File: config.mk
export PLATFORM = sky130hd
export DESIGN_NAME = lcd_spi_tx
export DESIGN_NICKNAME = d
export VERILOG_FILES = /design/src/rtl/lcd_pkg.sv /design/src/rtl/lcd_sck_phase.sv /design/src/rtl/lcd_spi_tx.sv
export SDC_FILE = /design/constraint.sdc
export NUM_CORES = 1
export LEC_CHECK = 0
export BUFFER_PORTS_ARGS = -buffer_cell sky130_fd_sc_hd__buf_4
export CORE_ASPECT_RATIO = 1.2
export CORE_MARGIN = 1
export CORE_UTILIZATION = 25
export DETAILED_ROUTE_END_ITERATION = 7
export GPL_TIMING_DRIVEN = 0
export PLACE_DENSITY_LB_ADDON = 0.2
export SETUP_SLACK_MARGIN = 0.15
export SLEW_MARGIN = 5
export SYNTH_ARGS = -nofsm -noshare
export SYNTH_HDL_FRONTEND = slang
export SYNTH_SLANG_ARGS = --single-unit
File: constraint.sdc
create_clock -name clk -period 1.7 [get_ports clk]
set_input_delay 0.34 -clock clk [delete_from_list [all_inputs] [get_ports clk]]
set_output_delay 0.34 -clock clk [all_outputs]
set_load 0.01 [all_outputs]
File: src/rtl/lcd_pkg.sv
// Shared types and constants for the LCD SPI transmitter slice.
// LCD_SPI_TX_BURST_EN (optional) keeps CS low across back-to-back FIFO words.
package lcd_pkg;

  typedef enum logic [2:0] {
    ST_IDLE,
    ST_SETUP,
    ST_HIGH,
    ST_LOW,
    ST_GAP
  } lcd_state_e;

  localparam int unsigned LCD_DC_BIT  = 8;
  localparam int unsigned LCD_WORD_W  = 9;
  localparam int unsigned CLK_DIV_MIN = 1;

  // Counter width for 0..clk_div-1; never zero so CLK_DIV=1 still builds.
  function automatic int unsigned phase_cnt_w(input int unsigned clk_div);
    return (clk_div <= 2) ? 1 : $clog2(clk_div);
  endfunction

endpackage

File: src/rtl/lcd_sck_phase.sv
// SCK half-period timer: counts 0..CLK_DIV-1 and flags the last cycle of a phase.
// Used by lcd_spi_tx; unaffected by LCD_SPI_TX_BURST_EN.
module lcd_sck_phase
  import lcd_pkg::*;
#(
  parameter int unsigned CLK_DIV = 2
) (
  input  logic clk,
  input  logic rst,
  input  logic clr,
  output logic tc
);

  localparam int unsigned CW = phase_cnt_w(CLK_DIV);

  logic [CW-1:0] cnt_q, cnt_d;

  assign tc = (cnt_q == CW'(CLK_DIV - 1));

  always_comb begin
    cnt_d = cnt_q;
    if (clr || tc) begin
      cnt_d = '0;
    end else begin
      cnt_d = cnt_q + 1'b1;
    end
  end

  always_ff @(posedge clk) begin
    if (rst) begin
      cnt_q <= '0;
    end else begin
      cnt_q <= cnt_d;
    end
  end

endmodule

File: src/rtl/lcd_spi_tx.sv
// FIFO-fed SPI mode-0 byte serialiser for an LCD with a separate D/C line.
// Define LCD_SPI_TX_BURST_EN to chain queued words without releasing CS.
module lcd_spi_tx
  import lcd_pkg::*;
#(
  parameter int unsigned CLK_DIV = 2
) (
  input  logic                  clk,
  input  logic                  rst,
  input  logic                  fifo_empty,
  input  logic [LCD_WORD_W-1:0] fifo_dout,
  output logic                  fifo_rd,
  output logic                  lcd_sck,
  output logic                  lcd_mosi,
  output logic                  lcd_dc,
  output logic                  lcd_cs_n,
  output logic                  busy
);

  lcd_state_e            state_q, state_d;
  logic [LCD_WORD_W-1:0] shreg_q, shreg_d;
  logic [2:0]            bit_q, bit_d;
  logic                  last_q, last_d;
  logic                  sck_q, sck_d;
  logic                  mosi_q, mosi_d;
  logic                  dc_q, dc_d;
  logic                  cs_n_q, cs_n_d;
  logic                  busy_q, busy_d;
  logic                  pop;
  logic                  tc;
  logic [7:0]            byte_d;

  lcd_sck_phase #(.CLK_DIV(CLK_DIV)) u_phase (
    .clk (clk),
    .rst (rst),
    .clr (state_q == ST_IDLE),
    .tc  (tc)
  );

  always_comb begin
    state_d = state_q;
    shreg_d = shreg_q;
    bit_d   = bit_q;
    last_d  = last_q;
    pop     = 1'b0;
    unique case (state_q)
      ST_IDLE:  pop = !fifo_empty;
      ST_SETUP: if (tc) state_d = ST_HIGH;
      ST_HIGH: begin
        if (tc) begin
          state_d = ST_LOW;
          bit_d   = bit_q - 3'd1;
          last_d  = (bit_q == 3'd0);
        end
      end
      ST_LOW: begin
        if (tc) begin
          if (!last_q) begin
            state_d = ST_HIGH;
          end else begin
`ifdef LCD_SPI_TX_BURST_EN
            if (!fifo_empty) pop = 1'b1;
            else             state_d = ST_GAP;
`else
            state_d = ST_GAP;
`endif
          end
        end
      end
      // A word already waiting at the end of the gap is taken here so CS
      // is high for exactly CLK_DIV cycles between queued frames.
      ST_GAP: begin
        if (tc) begin
          if (!fifo_empty) pop = 1'b1;
          else             state_d = ST_IDLE;
        end
      end
      default: state_d = ST_IDLE;
    endcase

    if (pop) begin
      shreg_d = fifo_dout;
      state_d = ST_SETUP;
      bit_d   = 3'd7;
      last_d  = 1'b0;
    end
    fifo_rd = pop && !rst;
  end

  // Pin values are decoded from the next state so they line up with state_q.
  always_comb begin
    byte_d = shreg_d[7:0];
    cs_n_d = 1'b1;
    sck_d  = 1'b0;
    mosi_d = 1'b0;
    dc_d   = dc_q;
    busy_d = (state_d != ST_IDLE);
    unique case (state_d)
      ST_SETUP: begin
        cs_n_d = 1'b0;
        dc_d   = shreg_d[LCD_DC_BIT];
        mosi_d = byte_d[7];
      end
      ST_HIGH: begin
        cs_n_d = 1'b0;
        sck_d  = 1'b1;
        mosi_d = mosi_q;
      end
      ST_LOW: begin
        cs_n_d = 1'b0;
        mosi_d = last_d ? mosi_q : byte_d[bit_d];
      end
      default: ;
    endcase
  end

  always_ff @(posedge clk) begin
    if (rst) begin
      state_q <= ST_IDLE;
      shreg_q <= '0;
      bit_q   <= 3'd7;
      last_q  <= 1'b0;
      sck_q   <= 1'b0;
      mosi_q  <= 1'b0;
      dc_q    <= 1'b0;
      cs_n_q  <= 1'b1;
      busy_q  <= 1'b0;
    end else begin
      state_q <= state_d;
      shreg_q <= shreg_d;
      bit_q   <= bit_d;
      last_q  <= last_d;
      sck_q   <= sck_d;
      mosi_q  <= mosi_d;
      dc_q    <= dc_d;
      cs_n_q  <= cs_n_d;
      busy_q  <= busy_d;
    end
  end

  assign lcd_sck  = sck_q;
  assign lcd_mosi = mosi_q;
  assign lcd_dc   = dc_q;
  assign lcd_cs_n = cs_n_q;
  assign busy     = busy_q;

endmodule

==> results.cfg <==
[status]
status = complete, but fails checks
violations = negative setup slack

[floorplanning]
rows = 27
die_x_microns = 64.78
die_h_microns = 77.34
ios = 18
coreArea_sq_um = 4561
dieArea_sq_um = 5010
initial_core_util_pct = 25.93

[global_route]
grt_max_degree = 12
antenna_found_initial = 0
grt_pass1_wl_mm = 5.023
grt_pass1_vias = 1052
gr-total-overflow = 0
grt_usage_pct = 12.87

[synthesis]
synth_common_cells = 24 x nand2_1, 22 x dfxtp_1, 13 x a21oi_1
synth_top_flop_cell = dfxtp_1
avgSynthCellArea_sq_um = 8.694
synth_cells = 136
synth_edf_count = 0
yosys.area.top_type = dfxtp_1
synth_area_leaders = dfxtp_1 37%, nand2_1 7.6%, o211ai_1 6.3%
syn_nets = 150
synth-seq-cells = 22
yosysSeqAreaShare_pct = 37.25
ys_types = 41
synth.yosys.warnings = 0
synthMostInstantiatedCell = nand2_1
synth_async_sr_flop_share_pct = 0
yosys.area.top_type_share_pct = 37.25
syn_area_sq_um = 1182

[setup_path]
critPathRequiredTime_ps = 1360
crit_path_start = state_q[0]
crit_path_top_delay_cell = or4_4
cp_num_buf_inv = 4
start_kind = register
crit_family = simple AND/OR/NAND/NOR gates
critical_path.max_stage_delay_ps = 500
path_cells = buf_6, or4_4, buf_6, clkbuf_16, nor2_4, buf_6
r2r_start = state_q[0]
path_class = register to output pin
cp_max_fo = 2
cp-end-kind = output pin
cp.arrival_ps = 1660
crit_top_cell = buf_6

[placed_design]
hpwl_mm = 2.101
dp.cells = 210
dpl_worst_slack_ps = -179.1
numPortBuffers = 16
dpl_cell_area_sq_um = 1399
finalWeightedCongestion = 0.8163

[clocking]
clk_pin_slew_worst_paths_ps = 80
h-tree-depth = 1
cts_sinks = 22
cts_hold_buf = 0
clk_latency_ps = 260
cts_tree = built
numCtsBuffers = 3
root_buffer = clkbuf_8
cts_buffer_depth = 2

[min_path]
hp-class = primary input to register
hp-start = fifo_dout[5]

[power_and_ir_drop]
p_leak_nw = 0.6667
peakVddDrop_mv = 0.6099
power.density_nw_per_um2 = 723.3

[sta]
fin_crit_sh_pct = 117.4
drv_slew = 0
fmax_mhz = 501.0
hold_viol = 0
fin_crit_ps = 1996
rsz0062_at_grt = yes
setup_tns_ps = -480.7
finalSetupViolCount = 2
timing.final.ws_setup_ps = -296.0
worst_pin_slew_ps = 547.7
slew_headroom_pct = 63.49
clock_skew_ps = 6.400

[run]
maxCapViolations = 0

[cells_and_area]
drive_gt1_share_pct = 40.24
fin_util_pct = 35.86
fin_nets = 185
fin_area_sq_um = 1635
area_growth_pct = 38.31
final_cell_count_no_fill = 227
diodes = 0

[route]
wire_per_inst_microns = 13.35
vias_per_cell = 4.841
drt_iter0_drc = 23
vias = 1099
drtPass1Iterations = 4
wl_mm = 3.030
ant_nets = 0
drc = 0
[routing by layer]
metal / part of all wire (%) / wire [microns] / track usage [%]
met1: 46 / 1379 / 15.43
met2: 50 / 1518 / 23.44
met3: 3.7 / 111 / 3.088
met4: 0.69 / 21 / 1.333
met5: 0 / 0 / 0
[timing repair]
action | CTS | global route
hold endpoints to repair | 0 | 0
gates resized for setup | 11 | 8
setup buffers | 7 | 7
endpoints found under the setup margin | 5 | 17
pin swaps | 4 | 2
gates cloned | 0 | 0
[worst register-to-register path, cell delays in order, from the launching register on]
cell,delay [ps]
dfxtp_2,320
buf_6,110
buf_4,160
and4bb_4,350
and3b_2,220
o21ai_4,60
o211ai_1,270
o21bai_1,170
o211ai_2,100
[cells in the final DEF (no fill, tap or decap), types with 2 or more instances in the layout]
master,netlist,final
buf_4,0,28
nand2_1,24,22
dfxtp_1,22,20
a21oi_1,13,13
o211ai_1,10,10
buf_6,5,8
inv_1,7,7
nor2_1,5,4
a211oi_1,4,4
nand2_2,1,3
o21ai_0,3,3
nor3_1,3,3
clkbuf_8,0,3
clkbuf_1,3,2
nand3_1,2,2
nand2b_1,2,2
a2111oi_2,2,2
ha_1,2,2
dfxtp_2,0,2
[per-stage QoR]
stage	power, mW	hold WS (ps)
after floorplan	0.7193	436.5
after global placement	0.7911	447.9
after detailed placement	0.7964	453.6
after CTS	1.161	320.1
after global routing	1.241	325.5
final	1.183	322.3
[power breakdown]
group | internal, mW | leakage (nW) | switching, mW | total [mW]
clock | 0.158 | 0.0216 | 0.173 | 0.331
sequential | 0.548 | 0.181 | 0.0166 | 0.564
combinational | 0.152 | 0.464 | 0.135 | 0.287
[area by class of cell]
class | count | area [sq um]
tap | 58 | 72.57
clock buffer | 3 | 41.29
inverter | 7 | 26.28
fill | 494 | 2925
multi-input combinational | 97 | 704.4
sequential | 22 | 442.9
timing repair buffer | 30 | 232.7
buffer | 10 | 115.1
[cell families (layout without fill, tap and decap cells)]
family                   after synthesis  in the layout  synth area share (%)
adder cells (fa/ha/maj)                2              2                 2.116
XOR/XNOR                               2              2                 1.482
buffers and inverters                 17             50                 8.783
AO/OA/AOI/OAI                         42             42                 25.93
multiplexers                           1              1                 1.269
AND/OR/NAND/NOR                       50             50                 23.18
flip-flops                            22             22                 37.25
[flip-flops by register name, summed over array words and instances, names as in the netlist]
signal      count
u_phase.tc      1
lcd_cs_n        1
shreg_q         9
bit_q           3
lcd_mosi        1
busy            1
lcd_dc          1
last_q          1
lcd_sck         1
state_q         3
[path summary, 6_finish.rpt]
check / depth (start not counted) / to / slack [ps]
hold reg to reg: 2 / shreg_q[5] / 470
setup reg to reg: 8 / lcd_mosi / -180
hold / removal: 3 / shreg_q[5] / 320
setup / recovery: 6 / fifo_rd / -300
(Power assumes the default switching activity.)
